===== config.mk =====
export PLATFORM = sky130hd
export DESIGN_NAME = uart_receive_flat
export DESIGN_NICKNAME = d
export VERILOG_FILES = /design/src/rtl/uart_receive_if.sv /design/src/rtl/uart_receive.sv /design/src/flat_wrapper.sv
export SDC_FILE = /design/constraint.sdc
export NUM_CORES = 1
export LEC_CHECK = 0
export BUFFER_PORTS_ARGS = -buffer_cell sky130_fd_sc_hd__buf_2
export CORE_MARGIN = 2
export CORE_UTILIZATION = 32
export DETAILED_ROUTE_END_ITERATION = 16
export SYNTH_ARGS = -nofsm -noshare
export SYNTH_HDL_FRONTEND = slang
export SYNTH_SLANG_ARGS = --single-unit

===== constraint.sdc =====
create_clock -name clk -period 3 [get_ports clk]
set_clock_uncertainty 0.05 [all_clocks]
set_input_delay 0.15 -clock clk [delete_from_list [all_inputs] [get_ports clk]]
set_output_delay 0.15 -clock clk [all_outputs]
set_load 0.005 [all_outputs]

===== src/rtl/uart_receive_if.sv =====
// Receive-side link bundle: serial line in, byte and status strobes out.
interface uart_receive_if;
  logic       rx;
  logic [7:0] data;
  logic       data_valid;
  logic       frame_err;
  logic       busy;

  modport master (
    output rx,
    input  data,
    input  data_valid,
    input  frame_err,
    input  busy
  );

  modport slave (
    input  rx,
    output data,
    output data_valid,
    output frame_err,
    output busy
  );
endinterface


===== src/rtl/uart_receive.sv =====
// 8N1 UART receiver: synchronises rx, detects the start edge, samples each
// bit at its midpoint and emits one-cycle data_valid / frame_err strobes.
module uart_receive #(
  parameter int CLK_FREQ = 100_000_000,
  parameter int BAUD     = 460800
) (
  input  logic          clk,
  input  logic          rst_n,
  uart_receive_if.slave bus
);

  localparam int CLKS_PER_BIT = CLK_FREQ / BAUD;
  localparam int HALF_BIT     = CLKS_PER_BIT / 2;
  localparam logic [13:0] BIT_LAST  = 14'(CLKS_PER_BIT - 1);
  localparam logic [13:0] HALF_LAST = 14'(HALF_BIT - 1);

  typedef enum logic [1:0] {IDLE, START, DATA, STOP} state_t;

  state_t      state, next_state;
  logic        rx_meta, rx_s, rx_prev;
  logic [13:0] clk_count;
  logic [2:0]  bit_index;
  logic [7:0]  shift_reg;

  logic fall_edge, half_hit, bit_hit;
  logic cnt_clear, cnt_inc, idx_clear, shift_en, load_data, flag_err;

  assign fall_edge = rx_prev & ~rx_s;
  assign half_hit  = (clk_count == HALF_LAST);
  assign bit_hit   = (clk_count == BIT_LAST);

  // Two-flop synchroniser plus one-cycle delay for falling-edge detection.
  always_ff @(posedge clk or negedge rst_n) begin
    if (!rst_n) begin
      rx_meta <= 1'b1;
      rx_s    <= 1'b1;
      rx_prev <= 1'b1;
    end else begin
      rx_meta <= bus.rx;
      rx_s    <= rx_meta;
      rx_prev <= rx_s;
    end
  end

  // State register.
  always_ff @(posedge clk or negedge rst_n) begin
    if (!rst_n) state <= IDLE;
    else        state <= next_state;
  end

  // Next-state logic; a line held low never produces a falling edge, so a break cannot start a frame.
  always_comb begin
    next_state = state;
    case (state)
      IDLE:  if (fall_edge) next_state = START;
      START: if (half_hit)  next_state = rx_s ? IDLE : DATA;
      DATA:  if (bit_hit && bit_index == 3'd7) next_state = STOP;
      STOP:  if (bit_hit)   next_state = IDLE;
      default: next_state = IDLE;
    endcase
  end

  // Output decode: busy and the datapath strobes for counters, shifter and result registers.
  always_comb begin
    bus.busy  = (state != IDLE);
    cnt_clear = 1'b0;
    cnt_inc   = 1'b0;
    idx_clear = 1'b0;
    shift_en  = 1'b0;
    load_data = 1'b0;
    flag_err  = 1'b0;
    case (state)
      IDLE: cnt_clear = fall_edge;
      START: begin
        if (half_hit) begin
          cnt_clear = 1'b1;
          idx_clear = 1'b1;
        end else begin
          cnt_inc = 1'b1;
        end
      end
      DATA: begin
        if (bit_hit) begin
          cnt_clear = 1'b1;
          shift_en  = 1'b1;
        end else begin
          cnt_inc = 1'b1;
        end
      end
      STOP: begin
        // Leaving at mid-stop-bit leaves half a bit to catch a back-to-back start edge.
        if (bit_hit) begin
          load_data = rx_s;
          flag_err  = ~rx_s;
        end else begin
          cnt_inc = 1'b1;
        end
      end
      default: ;
    endcase
  end

  // Bit timing counters, output byte and the one-cycle result strobes.
  always_ff @(posedge clk or negedge rst_n) begin
    if (!rst_n) begin
      clk_count      <= '0;
      bit_index      <= '0;
      bus.data       <= '0;
      bus.data_valid <= 1'b0;
      bus.frame_err  <= 1'b0;
    end else begin
      bus.data_valid <= load_data;
      bus.frame_err  <= flag_err;
      if (cnt_clear)    clk_count <= '0;
      else if (cnt_inc) clk_count <= clk_count + 14'd1;
      if (idx_clear)     bit_index <= '0;
      else if (shift_en) bit_index <= bit_index + 3'd1;
      if (load_data) bus.data <= shift_reg;
    end
  end

  // LSB-first deserialiser: samples enter at the MSB so the first bit ends in bit 0.
  always_ff @(posedge clk) begin
    if (shift_en) shift_reg <= {rx_s, shift_reg[7:1]};
  end

endmodule


===== src/flat_wrapper.sv =====
// flat-port wrapper written by rule: the top's interface ports become plain ports
module uart_receive_flat 
#(
  parameter int CLK_FREQ = 100_000_000,
  parameter int BAUD     = 460800
)
  (clk, rst_n, bus_rx, bus_data, bus_data_valid, bus_frame_err, bus_busy);
  uart_receive_if bus_i ();
  input  logic clk;
  input  logic rst_n;
  input wire logic [$bits(bus_i.rx)-1:0] bus_rx;
  output wire logic [$bits(bus_i.data)-1:0] bus_data;
  output wire logic [$bits(bus_i.data_valid)-1:0] bus_data_valid;
  output wire logic [$bits(bus_i.frame_err)-1:0] bus_frame_err;
  output wire logic [$bits(bus_i.busy)-1:0] bus_busy;
  assign bus_i.rx = bus_rx;
  assign bus_data = bus_i.data;
  assign bus_data_valid = bus_i.data_valid;
  assign bus_frame_err = bus_i.frame_err;
  assign bus_busy = bus_i.busy;
  uart_receive #(.CLK_FREQ(CLK_FREQ), .BAUD(BAUD)) u_core (.clk(clk), .rst_n(rst_n), .bus(bus_i));
endmodule

* After elaboration in Yosys (flattened, before gate mapping)
Cells that the tools add are included.
Cells by class: add/sub/neg operators 2, eq/ne operators 10, muxes and demuxes 22, bitwise operators 2, reduce and logical (&&, ||, !) cells 7
Operators with widths (count):
- 14-bit 2-to-1 mux | 2
- 14-bit by 1-bit adder with 14-bit output, second input constant | 1
- 14-bit by 7-bit equality test with 1-bit output, second input constant | 1
- 14-bit by 8-bit equality test with 1-bit output, second input constant | 1
- 1-bit 2-to-1 mux | 10
- 2-bit 2-to-1 mux | 5
- 2-bit by 1-bit != test with 1-bit output, second input constant | 4
- 2-bit case mux with 4 select lines | 1
- 3-bit 2-to-1 mux | 2
- 2-bit nonzero test | 3
- 2-bit equality test, second input constant | 2
- 4-bit AND reduction | 1
- 3-bit by 1-bit adder with 3-bit output, second input constant | 1
- 3-bit equality test, second input constant | 1
- 1-bit case mux with 3 select lines | 1
- 2-bit by 1-bit equality test with 1-bit output, second input constant | 1
- 2-bit logical NOT | 1
- 1-bit case mux with 2 select lines | 1
- 2-bit OR reduction | 1
- 1-bit bitwise AND | 1
- 1-bit logical AND | 1
- 1-bit NOT | 1
Storage, ports and cells: flip-flop bits (word level) 40, bits of input ports 3, output and inout port bits 11

* Longest topological paths before layout
Gate-level depths: netlist (run 1).
word-level depth 5, mapped depth 7, depth with buffers taken out 6

* Worst setup path before layout (run 1)
No wires, ideal clock.
kind flip-flop to flip-flop, from reg u_core.clk_count[10], to reg u_core.shift_reg[0], enable pin, setup time 335 ps, data arrival time 1720 ps, required time 2615 ps, setup slack 896 ps, cell stages (with the launch flop) 4, clock period less this slack 2104 ps, cell sequence dfrtp_1 or4_4 nor4_4 and3_1
Between the ends: word-level cells in the longest chain between the ends 3
Ends and longest elaborated chain:
- start: declaration | RTL line uart_receive.sv:21 | logic [13:0] clk_count;
- start signal: assignment | RTL line uart_receive.sv:115 | else if (cnt_inc) clk_count <= clk_count + 14'd1;
- 14-bit by 8-bit equality test with 1-bit output | RTL line uart_receive.sv:30 | assign bit_hit = (clk_count == BIT_LAST);
- 1-bit 2-to-1 mux | RTL line uart_receive.sv:83 | if (bit_hit) begin
- 1-bit 2-to-1 mux | RTL line uart_receive.sv:72 | case (state)
- via u_core.shift_en | RTL line uart_receive.sv:26 | logic cnt_clear, cnt_inc, idx_clear, shift_en, load_data, flag_err;
- end signal: assignment | RTL line uart_receive.sv:124 | if (shift_en) shift_reg <= {rx_s, shift_reg[7:1]};
- end: declaration | RTL line uart_receive.sv:23 | logic [7:0] shift_reg;
The timed path passes the listed nets, and every way through them passes these cells. A chain may end at the register's enable or synchronous reset.

* Final worst setup path (run 1)
from reg u_core.clk_count[10], to reg u_core.shift_reg[2], enable pin
The elaborated chain is that of the path after synthesis.

==> run_results.csv, run 1 <==
group,metric,value,unit
power_and_ir_drop,p_switching,0.000430,W
clock_tree,cts_buffer_depth,2,
sta,fmax,436,MHz
logic_synthesis,netlist_area,0.00188,mm²
die,dieHeight,80.6,µm
critical_path,critical_path_class,"register to register",
power_and_ir_drop,p_per_area,643,mW/mm²
route,met3_length,113,µm
route,firstDrtPassIters,6,
logic_synthesis,ys_warn_count,0,
layout,fillCellCount,548,
route,wl_per_cell,13.5,µm
layout,antenna_cells,0,
logic_synthesis,synthAdderAreaFrac,2.67,%
sta,finalMaxSlewViolations,0,
placed_design,portBuffers,13,
layout,largest_reg_flops,14,
layout,final_cell_mix,"dfrtp_1 (29), nor2_1 (14), buf_2 (13)",
power_and_ir_drop,combPwrFrac,21.6,%
power_and_ir_drop,ir_drop,0.247,mV
critical_path,crit_end,"u_core.shift_reg[2]",
power_and_ir_drop,p_seq_share,46.2,%
clock_tree,post-cts-setup-buffers,0,
die,die_area,0.00649,mm²
logic_synthesis,postSynthRegisterBits,40,
critical_path,cp_data_arrival_time,2.20,ns
route,dr.max_layer_used,"met4",
critical_path,worstSetupStartpointType,"register",
route,drcViolationCount,0,
placed_design,globalplace.congestion,0.775,
logic_synthesis,synth_mux_area_share,5.87,%
critical_path,r2r_setup_slack,0.71,ns
route,via_per_inst,5.04,
clock_tree,htree_levels,2,
sta,rsz0062_at_grt,"false",
placed_design,place_ws,0.695,ns
clock_tree,cts.reportedPaths.clkPinSlew,0.09,ns
critical_path,worstReg2RegStart,"u_core.clk_count[10]",
placed_design,place_hpwl,2390,µm
logic_synthesis,synth-compound-area-share,8.41,%
critical_path,crit_chain,"or4_4, nor4_4, and3_1",
logic_synthesis,synth_ff_type,"dfrtp_1",
logic_synthesis,synth-edff-count,8,
placed_design,dp_cells,239,
layout,finish.net_count,183,
sta,setup_ws,0.709,ns
sta,slew_headroom,53.0,%
outcome,outcome,"finished clean",
critical_path,end_kind,"register",
critical_path,required,2.91,ns
logic_synthesis,ys_seq_area_share,55.7,%
logic_synthesis,yosys.area_share.xor_xnor,4.67,%
layout,syn_to_final_growth,15.4,%
sta,worst_pin_slew,0.699,ns
global_routing,grt_usage,12.0,%
global_routing,antenna_found_initial,0,
global_routing,grt_start_max_net_pins,33,
logic_synthesis,synth-simple-area-share,21.2,%
layout,final_core_util,38.8,%
die,die_x,80.6,µm
route,ant_nets,0,
clock_tree,clock-sinks,40,
critical_path,critPathSlowestCell,"or4_4",
critical_path,slowest_delay,0.62,ns
route,dr_wl_met2,1490,µm
clock_tree,cts_buffers,5,
global_routing,grt-ovfl-total,0,
critical_path,setup.worst_path.start,"u_core.clk_count[10]",
die,core_area,0.00557,mm²
route,drt_wl_total,3350,µm
clock_tree,cts_tree,"yes",
route,vias,1255,
sta,finalCritPeriodShare,76.4,%
route,met1_length,1680,µm
sta,min_period,2.29,ns
critical_path,r2r-end,"u_core.shift_reg[2]",
global_routing,grt_pass1_vias,1217,
route,drtIter0Drc,136,
layout,stdcell_count,249,
die,rows,27,
power_and_ir_drop,power.share.clock,32.1,%
critical_path,ff2ff_path_depth,3,
clock_tree,root_buffer,"clkbuf_8",
clock_tree,worstSkewPairLatency,0.30,ns
power_and_ir_drop,p_leak,0.925,nW
job,cap_violations,0,
logic_synthesis,synth_nets,163,
global_routing,grt_pass1_wl,5930,µm
logic_synthesis,syn_avg_cell_area,12.0,µm²
power_and_ir_drop,intPower,0.000962,W
die,boundaryPins,14,
sta,finalSetupTns,0,ns
clock_tree,cts_resized,0,
logic_synthesis,async_flop_share,80.0,%
die,start_util,33.6,%
critical_path,crit_fanout,9,
layout,layout-drive-gt1-share,23.2,%
sta,setup_viol,0,
power_and_ir_drop,netSwitchingFraction,30.9,%
layout,layout_commonest_cell,"dfrtp_1",
logic_synthesis,synth_cells,156,
sta,hold_viol,0,
hold_path,hold_path_class,"register to register",
logic_synthesis,ys_types,48,
logic_synthesis,synth_top_family_by_area,"simple AND/OR/NAND/NOR gates",
[logic make-up (layout without fill, tap and decap cells)]
family	count (synthesis)	after routing
AOI/OAI and AO/OA	24	24
DFF	40	40
and+or+nand+nor	61	61
xor gates and xnor gates	10	10
muxes	10	10
adders and majority gates	4	4
buffers and inverters	7	28
[power groups by stage]
stage                     clock [W]  sequential (W)  combinational, W
after global placement            0        0.000650          0.000299
after global routing       0.000484        0.000649          0.000344
after floorplan                   0        0.000637          0.000224
final                      0.000447        0.000643          0.000301
after detailed placement          0        0.000652          0.000302
after CTS                  0.000459        0.000643          0.000306
[repair_timing]
| action | CTS | global route |
|---|---|---|
| hold endpoints to repair | 30 | 0 |
| endpoints found under the setup margin | 0 | 0 |
| hold buffers | 2 | 0 |
[synthesized netlist by cell type (3+ instances only)]
| cell type | count | area, µm² |
|---|---|---|
| nand2_1 | 5 | 18.8 |
| xnor2_1 | 5 | 43.8 |
| a21oi_1 | 5 | 25.0 |
| ha_1 | 4 | 50.1 |
| nor2_1 | 14 | 52.6 |
| inv_1 | 3 | 11.3 |
| and3_1 | 3 | 18.8 |
| dfstp_2 | 3 | 78.8 |
| mux2_2 | 8 | 90.1 |
| o21ai_0 | 7 | 35.0 |
| nand4_1 | 6 | 37.5 |
| edfxtp_1 | 8 | 240 |
| nor3_1 | 4 | 20.0 |
| xor2_1 | 5 | 43.8 |
| nand3_1 | 7 | 35.0 |
| dfrtp_1 | 29 | 726 |
[worst max-delay path, delay by kind of cell, from the launching register on]
family / cells / cell delay, ns
flops: 1 / 0.45
simple gates: 3 / 1.46
[worst min path at each step]
stage	from	to	slack [ns]	depth (start not counted)
floorplan	rst_n	async pin	-0.20	0
global placement	rst_n	u_core.clk_count[8]	0.20	1
detailed placement	rst_n	u_core.clk_count[8]	0.20	1
CTS	u_core.rx_meta	u_core.rx_s	0.31	0
global route	u_core.rx_meta	u_core.rx_s	0.32	0
finish	u_core.rx_meta	u_core.rx_s	0.31	0
[area by class of cell]
cell class / instances / area [µm²] / share of cell area, %
sequential: 40 / 1040 / 48.3
clock inverter: 3 / 46.3 / 2.14
inverter: 3 / 11.3 / 0.520
clock buffer: 5 / 68.8 / 3.18
tap: 72 / 90.1 / 4.16
multi-input combinational: 109 / 803 / 37.1
timing repair buffer: 17 / 100 / 4.62
[per-stage QoR]
| stage | area [µm²] | total power [W] | hold slack (ns) |
|---|---|---|---|
| finish | 2160 | 0.00139 | 0.308 |
| global route | 2160 | 0.00148 | 0.318 |
| CTS | 2160 | 0.00141 | 0.309 |
| detailed placement | 2030 | 0.000954 | 0.202 |
| global placement | 2030 | 0.000949 | 0.204 |
| floorplan | 1880 | 0.000861 | -0.196 |
[layer usage]
metal / track usage [%] / vias up
met1: 16.4 / 613
met5: 0 / -
li1: - / 620
met3: 3.03 / 5
met4: 5.59 / 0
met2: 17.9 / 17
Power figures use the tool's default switching activity.
==> inputs of run 2 (changes only) <==
==> constraint.sdc (replaced) <==
create_clock -name clk -period 2.3 [get_ports clk]
set_clock_uncertainty 0.05 [all_clocks]
set_input_delay 0.115 -clock clk [delete_from_list [all_inputs] [get_ports clk]]
set_output_delay 0.115 -clock clk [all_outputs]
set_load 0.005 [all_outputs]
==> run 2 against run 1 <==
- power is 27% higher
- combinational power up 56%
- critical path depth grew 2
- global-route usage grew 0.82 points
- routed wire length rose by 5.1%
- utilization is 1.3 points higher
- flip-flop and latch count did not move
- sequential power grew 26%
- worst setup slack lost 0.51 ns
- non-clock buffer count is 12 higher
- critical path type unchanged
==> run_results.csv, run 2 (synthesis results as in run 1) <==
group,metric,value,unit
power_and_ir_drop,total_power,0.00177,W
layout,layout-drive-gt1-share,28.0,%
global_routing,grt_start_max_net_pins,33,
layout,regArea,0.00104,mm²
route,ant_nets,0,
placed_design,globalplace.congestion,0.783,
clock_tree,htree_levels,2,
placed_design,place_hpwl,2530,µm
power_and_ir_drop,ir_drop,0.296,mV
critical_path,required,2.43,ns
route,drt_wl_total,3520,µm
clock_tree,worstSkewPairLatency,0.29,ns
sta,rsz0062_at_grt,"false",
hold_path,holdCritStartpoint,"u_core.rx_meta",
clock_tree,cts_buffers,5,
critical_path,setup.worst_path.start,"u_core.clk_count[10]",
sta,finalSetupTns,0,ns
clock_tree,cts_tree,"yes",
critical_path,worstSetupStartpointType,"register",
job,cap_violations,0,
layout,antenna_cells,0,
power_and_ir_drop,p_per_area,791,mW/mm²
sta,hold_viol,0,
die,start_util,33.6,%
critical_path,worstReg2RegStart,"u_core.clk_count[10]",
sta,worst_pin_slew,0.707,ns
route,wl_per_cell,13.5,µm
global_routing,grt_pass1_wl,6370,µm
sta,setup_ws,0.203,ns
critical_path,cp_data_arrival_time,2.22,ns
route,firstDrtPassIters,4,
hold_path,hold_path_class,"register to register",
layout,fillCellCount,540,
layout,final_cell_mix,"dfrtp_1 (29), nor2_1 (14), buf_4 (14)",
placed_design,dp_cells,251,
layout,finish.net_count,195,
route,via_per_inst,5.11,
die,boundaryPins,14,
sta,finalMaxSlewViolations,0,
route,drtIter0Drc,102,
die,dieHeight,80.6,µm
global_routing,grt_usage,12.9,%
die,core_area,0.00557,mm²
die,die_area,0.00649,mm²
layout,largest_reg_flops,14,
critical_path,end_kind,"register",
clock_tree,root_buffer,"clkbuf_8",
sta,finalCritPeriodShare,91.2,%
placed_design,place_ws,0.201,ns
layout,final_area,0.00224,mm²
global_routing,grt_pass1_vias,1349,
layout,layout_commonest_cell,"dfrtp_1",
clock_tree,cts_resized,0,
sta,setup_viol,0,
clock_tree,clock-sinks,40,
sta,fmax,477,MHz
critical_path,crit_fanout,8,
route,vias,1334,
sta,slew_headroom,52.9,%
layout,stdcell_count,261,
route,drcViolationCount,0,
global_routing,antenna_found_initial,0,
placed_design,dpl_cell_area,0.00212,mm²
critical_path,critical_path_class,"register to register",
placed_design,portBuffers,13,
clock_tree,cts_buffer_depth,2,
die,rows,27,
sta,min_period,2.10,ns
global_routing,grt-ovfl-total,0,
outcome,outcome,"finished clean",
power_and_ir_drop,p_leak,0.977,nW
clock_tree,cts.reportedPaths.clkPinSlew,0.08,ns
layout,multi_input_area,803,µm²
layout,syn_to_final_growth,19.3,%
die,die_x,80.6,µm
-- run 2: cell count changes in the layout (fill, tap and decap cells not counted), sizes merged --
cell	delta
clkinvlp	+1
clkbuf	+1
inv	-1
buf	+12
bufinv	-1
-- run 2: through the flow --
| stage | hold slack, ns | util [%] |
|---|---|---|
| 6_report | 0.309 | 40.1 |
| 5_1_grt | 0.314 | 40.1 |
| 4_1_cts | 0.309 | 40.1 |
| 3_5_place_dp | 0.168 | 38.0 |
| 3_3_place_gp | 0.172 | 38.0 |
| 2_1_floorplan | -0.231 | - |
-- run 2: power breakdown --
| group | internal, W | leakage [nW] | switching (W) |
|---|---|---|---|
| Combinational | 0.000193 | 0.432 | 0.000278 |
| Clock | 0.000243 | 0.0434 | 0.000247 |
| Sequential | 0.000775 | 0.501 | 0.0000333 |
| Total | 0.00121 | 0.977 | 0.000558 |
-- run 2: cell type report --
cell class / count / area share (%)
flip-flops and latches: 40 / 46.7
multi-input cells: 109 / 35.9
repair buffers: 29 / 8.50
well taps: 72 / 4.03
clock buffers: 6 / 3.69
clock inverters: 2 / 0.671
inverters: 3 / 0.503
-- run 2: worst max-delay path: stages (launching register included) --
cell and delay [ns]:
dfrtp_1 0.38, or4_4 0.60, nor4_4 0.30, buf_4 0.16, nand4_4 0.18, mux2_2 0.32
-- run 2: timing repair --
action / CTS / global route
endpoints found under the setup margin: 0 / 0
hold buffers: 2 / 0
setup buffers: 0 / 0
endpoints found under the hold margin: 30 / 0
-- run 2: path summary, 6_finish.rpt --
check	cells after the start	slack, ns	endpoint
max in group asynchronous	2	1.39	u_core.bus.data[4]
worst max-delay path	5	0.20	u_core.bus.data[6]
min in group asynchronous	2	0.36	u_core.clk_count[4]
worst min register to register	0	0.31	u_core.rx_s
worst min-delay path	0	0.31	u_core.rx_s
worst max register to register	5	0.20	u_core.bus.data[6]
-- run 2: per-layer routing --
metal	share of wire (%)	routed length (µm)	track usage, %
met5	0	0	0
met4	2.0	69	5.08
met3	3.5	124	3.15
met2	48	1680	20.3
met1	47	1650	17.0
==> inputs of run 3 (changes only) <==
--- a/config.mk
+++ b/config.mk
@@ -9,6 +9,7 @@
 export CORE_MARGIN = 2
 export CORE_UTILIZATION = 32
 export DETAILED_ROUTE_END_ITERATION = 16
+export REMOVE_ABC_BUFFERS = 1
 export SYNTH_ARGS = -nofsm -noshare
 export SYNTH_HDL_FRONTEND = slang
 export SYNTH_SLANG_ARGS = --single-unit
==> run 3 against run 2 <==
- register-to-register slack about the same
- clock-buffer cell count shrank 1
- via count shrank 2.5%
- power grew 5.8%
- routed wire length is 1.9% higher
- die area is the same
- critical endpoint is now u_core.shift_reg[0]
==> run_results.csv, run 3 (synthesis results as in run 1) <==
group,metric,value,unit
outcome,outcome,"finished clean",
sta,hold_viol,0,
sta,hold_slack,0.308,ns
route,drcViolationCount,0,
layout,syn_to_final_growth,19.5,%
global_routing,grt_start_max_net_pins,33,
critical_path,worstReg2RegStart,"u_core.clk_count[11]",
power_and_ir_drop,p_leak,0.976,nW
global_routing,grt_pass1_vias,1312,
sta,fmax,477,MHz
clock_tree,cts_tree,"yes",
power_and_ir_drop,ir_drop,0.409,mV
die,boundaryPins,14,
critical_path,crit_family,"simple AND/OR/NAND/NOR gates",
critical_path,crit_chain,"or4_4, nor4_4, and3_2",
clock_tree,cts_buffers,5,
clock_tree,cts.reportedPaths.clkPinSlew,0.09,ns
die,core_area,0.00557,mm²
critical_path,cp_data_arrival_time,2.04,ns
critical_path,crit_fanout,9,
critical_path,slowest_delay,0.59,ns
route,wl_per_cell,13.9,µm
route,via_per_inst,5.02,
sta,finalCritPeriodShare,91.2,%
power_and_ir_drop,p_per_area,835,mW/mm²
placed_design,globalplace.congestion,0.752,
layout,final_cell_mix,"dfrtp_1 (29), nor2_1 (14), buf_2 (13)",
critical_path,crit_buf_inv,0,
sta,min_period,2.10,ns
critical_path,required,2.24,ns
route,drt_wl_total,3590,µm
layout,largest_reg_flops,14,
sta,slew_headroom,52.2,%
die,die_area,0.00649,mm²
critical_path,ff2ff_path_depth,3,
critical_path,crit_end,"u_core.shift_reg[0]",
clock_tree,cts_buffer_depth,2,
route,drtIter0Drc,52,
sta,setup_viol,0,
clock_tree,htree_levels,2,
critical_path,r2r_setup_slack,0.20,ns
critical_path,end_kind,"register",
global_routing,grt_pass1_wl,6260,µm
layout,finish.net_count,193,
critical_path,setup.worst_path.start,"u_core.clk_count[11]",
layout,layout_commonest_cell,"dfrtp_1",
job,cap_violations,0,
critical_path,critPathSlowestCell,"or4_4",
global_routing,grt-ovfl-total,0,
route,firstDrtPassIters,4,
layout,fillCellCount,529,
hold_path,hold_path_class,"register to register",
layout,layout-drive-gt1-share,27.8,%
sta,rsz0062_at_grt,"false",
critical_path,r2r-end,"u_core.shift_reg[0]",
clock_tree,clock-sinks,40,
placed_design,place_hpwl,2530,µm
placed_design,portBuffers,13,
sta,finalMaxSlewViolations,0,
die,rows,27,
critical_path,worst-path-stages,3,
sta,worst_pin_slew,0.717,ns
critical_path,worstSetupStartpointType,"register",
clock_tree,root_buffer,"clkbuf_8",
global_routing,grt_usage,12.6,%
route,ant_nets,0,
die,die_x,80.6,µm
layout,antenna_cells,0,
die,dieHeight,80.6,µm
sta,finalSetupTns,0,ns
clock_tree,worstSkewPairLatency,0.29,ns
global_routing,antenna_found_initial,0,
die,start_util,33.6,%
route,vias,1300,
critical_path,critical_path_class,"register to register",
==> run 3: what timing repair did <==
item	4_1_cts	5_1_grt
resized for setup	0	1
setup endpoints to repair	0	9
endpoints found under the hold margin	30	0
hold buffers	2	0
setup buffers	0	0
==> run 3: worst min path at each step <==
stage	start	to	slack, ns	cells after the start
floorplan	rst_n	async pin	-0.23	0
global placement	rst_n	u_core.clk_count[12]	0.17	1
detailed placement	rst_n	u_core.clk_count[12]	0.17	1
CTS	u_core.rx_meta	u_core.rx_s	0.31	0
global route	u_core.rx_meta	u_core.rx_s	0.32	0
finish	u_core.rx_meta	u_core.rx_s	0.31	0
==> run 3: metrics by stage <==
stage | instances | total power, W | setup WS (ns) | util [%] | area [µm²]
after floorplan | 152 | 0.00111 | 0.195 | - | 1860
after global placement | 249 | 0.00130 | 0.135 | 37.8 | 2100
after detailed placement | 249 | 0.00130 | 0.0876 | 37.8 | 2100
after CTS | 259 | 0.00189 | 0.0815 | 40.2 | 2240
after global routing | 259 | 0.00198 | 0.0985 | 40.2 | 2240
final | 259 | 0.00187 | 0.203 | 40.2 | 2240
==> run 3: final cells by class <==
type / instances / area, µm² / share of cell area (%)
clock buffer: 5 / 68.8 / 3.07
tap: 72 / 90.1 / 4.02
sequential: 40 / 1040 / 46.6
clock inverter: 3 / 46.3 / 2.07
timing repair buffer: 27 / 175 / 7.82
multi-input combinational: 109 / 805 / 35.9
inverter: 3 / 11.3 / 0.503
==> run 3: worst register-to-register path, cell delays in order (launching register included) <==
cell and delay [ns]:
dfrtp_1 0.43, or4_4 0.59, nor4_4 0.36, and3_2 0.37
==> run 3: report_power, final <==
group | internal [W] | switching (W)
registers | 0.000775 | 0.0000358
clock network | 0.000327 | 0.000258
logic | 0.000196 | 0.000280
total | 0.00130 | 0.000574
==> run 3: layer usage <==
| layer | routed length [µm] | part of all wire, % | GRT usage (%) | vias to the layer above |
|---|---|---|---|---|
| met5 | 0 | 0 | 0 | - |
| met4 | 59 | 1.6 | 4.41 | 0 |
| met3 | 144 | 4.0 | 3.82 | 5 |
| met2 | 1590 | 44 | 19.0 | 20 |
| met1 | 1790 | 50 | 17.1 | 634 |
| li1 | - | - | - | 641 |
